[config.mk]
export PLATFORM = sky130hd
export DESIGN_NAME = code_patch_loader
export DESIGN_NICKNAME = d
export VERILOG_FILES = /design/src/rtl/code_patch_pkg.sv /design/src/rtl/code_patch_loader_word_asm.sv /design/src/rtl/code_patch_loader.sv
export SDC_FILE = /design/constraint.sdc
export NUM_CORES = 1
export LEC_CHECK = 0
export CAP_MARGIN = 20
export CORE_ASPECT_RATIO = 1.4
export CORE_UTILIZATION = 35
export CTS_BUF_LIST = sky130_fd_sc_hd__clkbuf_4
export DETAILED_ROUTE_END_ITERATION = 16
export MAX_ROUTING_LAYER = met4
export RECOVER_POWER = 50
export SYNTH_ARGS = -nofsm -noshare
export SYNTH_HDL_FRONTEND = slang
export SYNTH_HIERARCHICAL = 1
export SYNTH_SLANG_ARGS = --single-unit
[constraint.sdc]
create_clock -name clk_i -period 2.93 [get_ports clk_i]
set_input_delay 0.586 -clock clk_i [delete_from_list [all_inputs] [get_ports clk_i]]
set_output_delay 0.586 -clock clk_i [all_outputs]
set_load 0.02 [all_outputs]
[src/rtl/code_patch_pkg.sv]
// ---------------------------------------------------------------------------
// code_patch_pkg
//   Shared definitions for the code patch loader slice.
//   - NUM_ENTRIES / ENTRY_W : default patch table geometry
//   - state_t               : loader FSM state encoding
//   - patch_entry_t         : one patch table entry at default width
// ---------------------------------------------------------------------------
package code_patch_pkg;

   localparam int NUM_ENTRIES = 3;
   localparam int ENTRY_W     = 22;

   typedef enum logic [1:0] {
      ST_IDLE = 2'd0,
      ST_LOAD = 2'd1,
      ST_DONE = 2'd2,
      ST_ERR  = 2'd3
   } state_t;

   typedef logic [ENTRY_W-1:0] patch_entry_t;

endpackage

[src/rtl/code_patch_loader_word_asm.sv]
// ---------------------------------------------------------------------------
// patch_word_asm
//   Collects three accepted bytes into one patch entry, little-endian.
//   Byte 2 only carries six payload bits; a non-zero value in its top two
//   bits marks a malformed stream.
//   Ports:
//     clk_i, rst_i  : clock, synchronous active-high reset
//     flush_i       : drop any partially collected entry
//     accept_i      : a byte is transferred this cycle
//     data_i        : the byte being transferred
//     word_done_o   : byte 2 accepted with a good format (combinational)
//     fmt_err_o     : byte 2 accepted with bits [7:6] set (combinational)
//     word_o        : assembled entry, valid while word_done_o is high
// ---------------------------------------------------------------------------
module patch_word_asm #(
   parameter int ENTRY_W = code_patch_pkg::ENTRY_W
) (
   input  logic               clk_i,
   input  logic               rst_i,
   input  logic               flush_i,
   input  logic               accept_i,
   input  logic [7:0]         data_i,
   output logic               word_done_o,
   output logic               fmt_err_o,
   output logic [ENTRY_W-1:0] word_o
);
   import code_patch_pkg::*;

   logic [1:0]  byte_cnt_reg;
   logic [15:0] low_reg;
   logic        last_byte;
   logic        bad_fmt;
   logic [21:0] raw_word;

   assign last_byte   = accept_i && (byte_cnt_reg == 2'd2);
   assign bad_fmt     = (data_i[7:6] != 2'b00);
   assign word_done_o = last_byte && !bad_fmt;
   assign fmt_err_o   = last_byte && bad_fmt;

   // The final byte is used straight off the bus so the entry is available
   // in the very cycle it is accepted.
   assign raw_word = {data_i[5:0], low_reg};
   assign word_o   = ENTRY_W'(raw_word);

   always_ff @(posedge clk_i) begin
      if (rst_i || flush_i) begin
         byte_cnt_reg <= 2'd0;
         low_reg      <= 16'd0;
      end else if (accept_i) begin
         if (byte_cnt_reg == 2'd2) begin
            byte_cnt_reg <= 2'd0;
         end else begin
            byte_cnt_reg <= byte_cnt_reg + 2'd1;
            // Shift in from the top: after two bytes low_reg = {byte1, byte0}.
            low_reg      <= {data_i, low_reg[15:8]};
         end
      end
   end

endmodule

[src/rtl/code_patch_loader.sv]
// ---------------------------------------------------------------------------
// code_patch_loader
//   Loads a patch table from a valid/ready byte stream and hands it to the
//   downstream core.
//   Ports:
//     clk_i, rst_i   : clock, synchronous active-high reset
//     cfg_pat_gen_i  : load enable; dropping it mid-load aborts the load
//     clear_i        : discard the table and restart (wins over everything)
//     wr_valid_i     : byte-stream valid
//     wr_data_i      : byte-stream data
//     wr_ready_o     : byte-stream ready (only while loading and enabled)
//     no_pg_o        : patch table, NUM_ENTRIES entries of ENTRY_W bits
//     tbl_valid_o    : table complete
//     si_read_o      : one-cycle pulse when the table completes
//     err_o          : sticky format error
// ---------------------------------------------------------------------------
module code_patch_loader #(
   parameter int NUM_ENTRIES = code_patch_pkg::NUM_ENTRIES,
   parameter int ENTRY_W     = code_patch_pkg::ENTRY_W
) (
   input  logic               clk_i,
   input  logic               rst_i,
   input  logic               cfg_pat_gen_i,
   input  logic               clear_i,
   input  logic               wr_valid_i,
   input  logic [7:0]         wr_data_i,
   output logic               wr_ready_o,
   output logic [ENTRY_W-1:0] no_pg_o [NUM_ENTRIES],
   output logic               tbl_valid_o,
   output logic               si_read_o,
   output logic               err_o
);
   import code_patch_pkg::*;

   localparam int CNT_W = (NUM_ENTRIES > 1) ? $clog2(NUM_ENTRIES) : 1;

   state_t             state_reg;
   state_t             state_next;
   logic [CNT_W-1:0]   entry_cnt_reg;
   logic               tbl_valid_reg;
   logic               si_read_reg;
   logic               err_reg;
   logic [ENTRY_W-1:0] table_reg [NUM_ENTRIES];

   logic               accept;
   logic               abort;
   logic               asm_flush;
   logic               asm_word_done;
   logic               asm_fmt_err;
   logic [ENTRY_W-1:0] asm_word;
   logic               store;
   logic               last_entry;
   logic               table_zero;

   assign wr_ready_o = (state_reg == ST_LOAD) && cfg_pat_gen_i;
   assign accept     = wr_valid_i && wr_ready_o;
   assign abort      = (state_reg == ST_LOAD) && !cfg_pat_gen_i;

   // The assembler only holds partial data while actively loading; any other
   // state, a dropped enable or a clear empties it.
   assign asm_flush  = clear_i || (state_reg != ST_LOAD) || !cfg_pat_gen_i;

   patch_word_asm #(
      .ENTRY_W (ENTRY_W)
   ) u_word_asm (
      .clk_i       (clk_i),
      .rst_i       (rst_i),
      .flush_i     (asm_flush),
      .accept_i    (accept),
      .data_i      (wr_data_i),
      .word_done_o (asm_word_done),
      .fmt_err_o   (asm_fmt_err),
      .word_o      (asm_word)
   );

   // A clear in the same cycle as the final byte must leave nothing behind.
   assign store      = asm_word_done && !clear_i;
   assign last_entry = (entry_cnt_reg == CNT_W'(NUM_ENTRIES - 1));
   assign table_zero = clear_i || abort;

   always_comb begin
      state_next = state_reg;
      case (state_reg)
         ST_IDLE: begin
            if (cfg_pat_gen_i) state_next = ST_LOAD;
         end
         ST_LOAD: begin
            if (!cfg_pat_gen_i)                   state_next = ST_IDLE;
            else if (asm_fmt_err)                 state_next = ST_ERR;
            else if (asm_word_done && last_entry) state_next = ST_DONE;
         end
         ST_DONE: state_next = ST_DONE;
         ST_ERR:  state_next = ST_ERR;
         default: state_next = ST_IDLE;
      endcase
      if (clear_i) state_next = ST_IDLE;
   end

   always_ff @(posedge clk_i) begin
      if (rst_i) begin
         state_reg     <= ST_IDLE;
         entry_cnt_reg <= '0;
         tbl_valid_reg <= 1'b0;
         si_read_reg   <= 1'b0;
         err_reg       <= 1'b0;
      end else begin
         state_reg     <= state_next;
         tbl_valid_reg <= (state_next == ST_DONE);
         err_reg       <= (state_next == ST_ERR);
         si_read_reg   <= (state_reg == ST_LOAD) && (state_next == ST_DONE);
         if (clear_i || (state_next != ST_LOAD)) begin
            entry_cnt_reg <= '0;
         end else if (store) begin
            entry_cnt_reg <= entry_cnt_reg + CNT_W'(1);
         end
      end
   end

   // One register bank per entry; each only loads when the entry counter
   // points at it.
   generate
      for (genvar gi = 0; gi < NUM_ENTRIES; gi++) begin : g_entry
         always_ff @(posedge clk_i) begin
            if (rst_i || table_zero) begin
               table_reg[gi] <= '0;
            end else if (store && (entry_cnt_reg == CNT_W'(gi))) begin
               table_reg[gi] <= asm_word;
            end
         end
         assign no_pg_o[gi] = table_reg[gi];
      end
   endgenerate

   assign tbl_valid_o = tbl_valid_reg;
   assign si_read_o   = si_read_reg;
   assign err_o       = err_reg;

endmodule
; Word-level counts from Yosys, hierarchy flattened
; Memories as Yosys holds them, arrays and structs flattened.
; Cells that the tools add are included.
[classes]
add_sub_neg = 2
eq_ne = 10
mux = 21
bitwise_logic = 4
n_reduce_logical = 26
[ops]
columns = operator, count
row1 = $mux 22, 3
row2 = $eq 2x2->1 const B, 6
row3 = $logic_and 1x1->1, 12
row4 = $mux 2, 6
row5 = $mux 1, 11
row6 = $pmux 2 s4, 1
row7 = $logic_or 1x1->1, 6
row8 = $add 2x1->2 const B, 2
row9 = $eq 2x1->1 const B, 2
row10 = $logic_not 2->1, 2
row11 = $ne 2x1->1 const B, 2
row12 = $logic_not 1->1, 3
row13 = $or 1x1->1, 3
row14 = $reduce_and 2->1, 1
row15 = $reduce_bool 2->1, 1
row16 = $reduce_or 2->1, 1
row17 = $not 1->1, 1
[word_totals]
regBits = 25
ram_bits = 66
output_inout_bits = 70
memories = 1
[memory_table]
columns = name, depth, word_bits, rd, rd_clocked_by_memory_dff, wr, line_no
row1 = table_reg, 3, 22, 3, 0, 3, code_patch_loader.sv:43  ; logic [ENTRY_W-1:0] table_reg [NUM_ENTRIES];

; Longest topological paths before layout
; Gate-level depths: netlist of run 1.
[logic_depth]
word_depth = 14
depth_mapped = 8
depth_no_buf = 7

; Cells and area by module
; The synthesis of run 1 kept the hierarchy.
[modules_own_cells]
columns = module, n_inst, cells_each, area_per_inst_um2, seq_area_each_um2
row1 = code_patch_loader, 1, 185, 2901.5, 2122.0
row2 = patch_word_asm, 1, 81, 770.7, 360.3

; Worst setup path after synthesis of run 1
; No wires, ideal clock.
[synth_path]
path_type = input to register
startpoint = in wr_valid_i
endpoint = mem table_reg[1][0], enable pin
arrival_ns = 1.962
required_time_ns = 2.551
setup_slack_ns = 0.589
stages = 5
path_buffers = 0
cell_sequence = and3_1 nand3_1 nor3_1 nand3b_1 nand2_1
[synth_lines]
columns = element, line_no
row1 = start: declaration, code_patch_loader.sv:25  ; input logic wr_valid_i,
row2 = end: declaration, code_patch_loader.sv:43

; Final worst setup path of run 1
[layout_path]
startpoint = reg state_reg[0]
endpoint = out wr_ready_o
[layout_via]
elab_chain_len = 2
[layout_rtl]
columns = element, line_no
row1 = start: declaration, code_patch_loader.sv:37  ; state_t state_reg;
row2 = start signal: assignment, code_patch_loader.sv:107  ; state_reg <= state_next;
row3 = $eq 2x1->1, code_patch_loader.sv:55  ; assign wr_ready_o = (state_reg == ST_LOAD) && cfg_pat_gen_i;
row4 = $logic_and 1x1->1, code_patch_loader.sv:55
row5 = end: declaration, code_patch_loader.sv:27  ; output logic wr_ready_o,
; No other way between the ends.

==> impl_metrics.env, run 1 <==
export IMPL_grt_max_degree=25
export IMPL_place_congestion=0.750
export IMPL_largest_reg_flops=66
export IMPL_routed_via_count=2163
export IMPL_top_usage_layer="met2"
export IMPL_grt_setup_unrepaired="false"
export IMPL_criticalPathCategory="reg2out"
export IMPL_ys_warn_count=6
export IMPL_antenna_found_initial=0
export IMPL_whs_ns=0.490
export IMPL_grt_use_total_pct=14.7
export IMPL_place_area_um2=4630
export IMPL_drt_wl_total_um=7260
export IMPL_postCtsSetupBuffers=0
export IMPL_clk_latency_ns=0.45
export IMPL_multiInputGateArea_um2=1030
export IMPL_boundaryPins=83
export IMPL_cts_hold_buf=0
export IMPL_grt_pass1_wl_um=11000
export IMPL_finalInstanceArea_um2=4770
export IMPL_dr_first_iter_drc_count=142
export IMPL_core_area_um2=10100
export IMPL_avgSynthCellArea_um2=13.8
export IMPL_cellPowerDensity_nw_per_um2=519
export IMPL_grt_pass1_vias=2156
export IMPL_power_leakage_nw=1.89
export IMPL_clock_sinks=91
export IMPL_cp_max_fo=6
export IMPL_tightest_slew_ns=1.15
export IMPL_cts_buffers_inserted=9
export IMPL_peakVddDrop_mv=0.204
export IMPL_maxSlewViolCount=0
export IMPL_hold_viol=0
export IMPL_critPathLaunchType="flip-flop"
export IMPL_cts_tree="built"
export IMPL_first_pass_iters=4
export IMPL_cp_end_kind="primary output"
export IMPL_n_fill_cell=924
export IMPL_avgRoutedWirePerCell_um=14.8
export IMPL_fin_crit_sh_pct=83.9
export IMPL_status="finished, final reports clean"
export IMPL_grt_use_met1_pct=14.6
export IMPL_path_clk_slew_ns=0.13
export IMPL_drc=0
export IMPL_cts_htree_levels=3
export IMPL_worstHoldPathType="reg2reg"
export IMPL_synth_edf_count=66
export IMPL_clk_path_buf_depth=2
export IMPL_mostFrequentLayoutCells="dlygate4sd3_1 (69), and2_1 (67), edfxtp_1 (66)"
export IMPL_synth_cell_types=36
export IMPL_place_hpwl_um=5040
export IMPL_layout_drive_gt1_share_pct=8.96
export IMPL_ff_latch_area_um2=2480
export IMPL_finalNetCount=368
export IMPL_relSlewSlack_pct=23.5
export IMPL_setup_viol=0
export IMPL_syn_inst=266
export IMPL_ctsResizeCount=0
export IMPL_initial_core_util_pct=36.5
export IMPL_drv_cap=0
export IMPL_use_met3_pct=2.34
export IMPL_fmax_mhz=407
export IMPL_synthArstFlopShare_pct=0
export IMPL_use_met2_pct=26.6
export IMPL_io_buffers=82
export IMPL_required_ns=2.34
export IMPL_ys_ff_latch=91
export IMPL_synthesis_nets=282
export IMPL_skew_ns=0.0138
export IMPL_root_buffer="clkbuf_4"
export IMPL_via_per_inst=4.40
export IMPL_fin_setup_tns_ns=0
export IMPL_die_area_um2=10900
export IMPL_die_h_um=123
export IMPL_placementRows=43
export IMPL_ant_nets=0
export IMPL_area_growth_synth_to_final_pct=29.8
export IMPL_n_antenna_cell=0
export IMPL_worstPathArrival_ns=1.87
export IMPL_min_period_ns=2.46
export IMPL_final_common_cell="dlygate4sd3_1"
export IMPL_syn_cell_area_um2=3670
export IMPL_yosysSeqAreaShare_pct=67.6
export IMPL_die_w_um=88.6
export IMPL_synth_flop_cell="edfxtp_1"
export IMPL_overflow=0
worst max-delay path, stage by stage (launching register included):
cell	delay [ns]
dfxtp_1	0.43
nor2b_1	0.22
and2_1	0.18
clkdlybuf4s50_1	0.61
power breakdown:
group	internal [mW]	leakage (nW)	total, mW	switching (mW)
registers	1.42	0.939	1.43	0.0125
clock network	0.430	0.0940	0.854	0.424
logic	0.0796	0.853	0.189	0.110
cell usage after synthesis (all sizes together), types with 2 or more instances:
| cell type | number | area (µm²) |
|---|---|---|
| nand2b | 2 | 12.5 |
| edfxtp | 66 | 1980 |
| mux2i | 17 | 170 |
| nand2 | 30 | 113 |
| nor3 | 6 | 57.6 |
| clkbuf | 2 | 10.0 |
| ha | 3 | 37.5 |
| a21oi | 5 | 36.3 |
| nor4b | 2 | 17.5 |
| nor3b | 4 | 41.3 |
| nor2 | 5 | 21.3 |
| and2 | 67 | 419 |
| buf | 14 | 131 |
| dfxtp | 25 | 500 |
| nand3b | 3 | 22.5 |
| inv | 4 | 15.0 |
kinds of logic (layout without fill, tap and decap cells):
| kind of cell | after synthesis | in the layout | share of synthesized area, % |
|---|---|---|---|
| xor+xnor | 1 | 1 | 0.239 |
| fa+ha+maj | 3 | 3 | 1.02 |
| flops | 91 | 91 | 67.6 |
| simple gates | 127 | 127 | 20.9 |
| mux | 17 | 17 | 4.63 |
| buf+inv | 20 | 111 | 4.26 |
| compound gates | 7 | 7 | 1.36 |
layout make-up:
cell class | count | area share [%]
Clock buffer | 9 | 1.42
Timing Repair Buffer | 91 | 18.7
Multi-Input combinational cell | 155 | 21.5
Inverter | 4 | 0.315
Clock inverter | 7 | 2.41
Sequential cell | 91 | 52.1
Tap cell | 135 | 3.54
per-layer routing:
metal | routed length [µm] | share of wire, % | up-vias
met2 | 4190 | 58 | 51
met1 | 2660 | 37 | 1009
met5 | 0 | 0 | -
met4 | 202 | 2.8 | 0
met3 | 212 | 2.9 | 15
li1 | - | - | 1088
worst paths after layout:
check | start | end | slack, ns | cells past startpoint
setup reg to reg | state_reg[0] | table_reg[2][18] | 0.50 | 8
hold / removal | u_word_asm/low_reg[3] | u_word_asm/low_reg[3] | 0.49 | 2
hold reg to reg | u_word_asm/low_reg[3] | u_word_asm/low_reg[3] | 0.49 | 2
setup / recovery | state_reg[0] | wr_ready_o | 0.47 | 3
through the flow:
step / total power, mW / std cells / setup WS [ns] / util [%]
2_1_floorplan: 1.55 / 266 / 0.589 / -
3_3_place_gp: 1.67 / 476 / 0.423 / 46.0
3_5_place_dp: 1.68 / 476 / 0.374 / 46.0
4_1_cts: 2.52 / 492 / 0.426 / 47.8
5_1_grt: 2.56 / 492 / 0.288 / 47.4
6_report: 2.47 / 492 / 0.472 / 47.4
(Power assumes the default switching activity.)
==> run 2, diff against run 1 <==
==> constraint.sdc (replaced) <==
create_clock -name clk_i -period 2.4 [get_ports clk_i]
set_input_delay 0.48 -clock clk_i [delete_from_list [all_inputs] [get_ports clk_i]]
set_output_delay 0.48 -clock clk_i [all_outputs]
set_load 0.02 [all_outputs]
==> impl_metrics.env, run 2 (synthesized netlist as in run 1, its figures left out) <==
export IMPL_status="finished, final reports clean"
export IMPL_drv_cap=0
export IMPL_finalInstanceArea_um2=4770
export IMPL_drc=0
export IMPL_n_antenna_cell=0
export IMPL_switchingPower_mw=0.636
export IMPL_peakVddDrop_mv=0.249
export IMPL_grt_pass1_wl_um=11200
export IMPL_cts_tree="built"
export IMPL_fin_setup_tns_ns=0
export IMPL_placementRows=43
export IMPL_path_clk_slew_ns=0.13
export IMPL_die_w_um=88.6
export IMPL_grt_max_degree=25
export IMPL_antenna_found_initial=0
export IMPL_die_h_um=123
export IMPL_place_area_um2=4670
export IMPL_min_period_ns=2.28
export IMPL_skew_ns=0.0145
export IMPL_power_leakage_nw=1.89
export IMPL_slowest_stage="clkdlybuf4s50_1"
export IMPL_power_share_sequential_pct=62.0
export IMPL_root_buffer="clkbuf_4"
export IMPL_cp_depth=3
export IMPL_instances_no_fill=495
export IMPL_cp_top_family="buffers and inverters"
export IMPL_via_per_inst=4.39
export IMPL_critPathLaunchType="flip-flop"
export IMPL_final_common_cell="dlygate4sd3_1"
export IMPL_grt_setup_unrepaired="false"
export IMPL_layout_drive_gt1_share_pct=9.44
export IMPL_dp_cells=479
export IMPL_cts_buffers_inserted=9
export IMPL_whs_ns=0.492
export IMPL_io_buffers=82
export IMPL_boundaryPins=83
export IMPL_fin_crit_sh_pct=94.9
export IMPL_initial_core_util_pct=36.5
export IMPL_path_cells="nor2b_1 -> and2_1 -> clkdlybuf4s50_1"
export IMPL_clk_path_buf_depth=2
export IMPL_holdPathStages=2
export IMPL_die_area_um2=10900
export IMPL_drt_wl_total_um=7440
export IMPL_internal_power_mw=2.18
export IMPL_worstPathArrival_ns=1.80
export IMPL_switching_share_pct=22.6
export IMPL_critPathBufInv=1
export IMPL_criticalPathCategory="reg2out"
export IMPL_place_congestion=0.704
export IMPL_slowest_delay_ns=0.61
export IMPL_cp_max_fo=6
export IMPL_setup_viol=0
export IMPL_power_frac_clock_pct=29.6
export IMPL_hold_viol=0
export IMPL_grt_use_total_pct=15.0
export IMPL_largest_reg_flops=66
export IMPL_maxSlewViolCount=0
export IMPL_finalNetCount=371
export IMPL_required_ns=1.92
export IMPL_dr_first_iter_drc_count=111
export IMPL_routed_via_count=2174
export IMPL_mostFrequentLayoutCells="dlygate4sd3_1 (69), and2_1 (67), edfxtp_1 (66)"
export IMPL_overflow=0
export IMPL_avgRoutedWirePerCell_um=15.0
export IMPL_cellPowerDensity_nw_per_um2=589
export IMPL_ff2ff_path_depth=8
export IMPL_clk_latency_ns=0.44
export IMPL_cts_htree_levels=3
export IMPL_grt_pass1_vias=2259
export IMPL_relSlewSlack_pct=68.6
export IMPL_fmax_mhz=439
export IMPL_clock_sinks=91
export IMPL_tightest_slew_ns=0.471
export IMPL_core_area_um2=10100
export IMPL_combPwrFrac_pct=8.4
export IMPL_first_pass_iters=5
export IMPL_place_hpwl_um=5190
export IMPL_cp_end_kind="primary output"
export IMPL_fin_util_pct=47.4
export IMPL_area_growth_synth_to_final_pct=29.9
export IMPL_worstHoldPathType="reg2reg"
export IMPL_ant_nets=0
run 2: cell types whose count changed in the layout (fill, tap and decap cells not counted), sizes merged:
cell,change
inv,-1
clkbuf,+5
bufinv,-2
buf,+1
clkinvlp,-1
clkinv,+1
run 2: metrics by stage:
stage	power, mW	setup slack (ns)
floorplan	1.90	0.0903
global placement	2.04	0.0648
detailed placement	2.05	0.0408
CTS	2.86	0.0282
global route	2.92	0.0142
finish	2.81	0.123
run 2: cell type report:
type | count | area, µm²
Multi-Input combinational cell | 155 | 1030
Tap cell | 135 | 169
Clock buffer | 12 | 90.1
Inverter | 4 | 15.0
Timing Repair Buffer | 94 | 938
Fill cell | 949 | 5290
Sequential cell | 91 | 2480
Clock inverter | 4 | 42.5
run 2: repair_timing:
item | in CTS | in global routing
resized for setup | 0 | 1
hold buffers | 0 | 0
setup buffers | 0 | 0
endpoints found under the setup margin | 0 | 1
run 2: path summary, 6_finish.rpt:
kind	startpoint	end	slack, ns
min	u_word_asm/low_reg[7]	u_word_asm/low_reg[7]	0.49
max reg2reg	state_reg[0]	table_reg[2][18]	0.19
max	state_reg[0]	wr_ready_o	0.12
min reg2reg	u_word_asm/low_reg[7]	u_word_asm/low_reg[7]	0.49
run 2: power groups by stage:
| stage | Combinational [mW] | Clock (mW) | Sequential, mW |
|---|---|---|---|
| 6_report | 0.237 | 0.831 | 1.74 |
| 5_1_grt | 0.251 | 0.917 | 1.75 |
| 4_1_cts | 0.262 | 0.853 | 1.75 |
| 3_5_place_dp | 0.262 | 0 | 1.78 |
| 3_3_place_gp | 0.259 | 0 | 1.78 |
| 2_1_floorplan | 0.0463 | 0 | 1.85 |
run 2: worst reg2reg max path: cells and delay by family (launching register included):
kind	cells	cell delay, ns
and+or+nand+nor	6	0.87
buffers and inverters	2	0.60
DFF	1	0.40
run 2: layer usage:
layer | GRT usage (%) | routed length [µm] | part of all wire, % | up-vias
met3 | 3.60 | 341 | 4.6 | 13
met5 | - | 0 | 0 | -
met2 | 27.5 | 4210 | 57 | 59
li1 | - | - | - | 1087
met4 | 8.06 | 208 | 2.8 | 0
met1 | 14.3 | 2680 | 36 | 1015
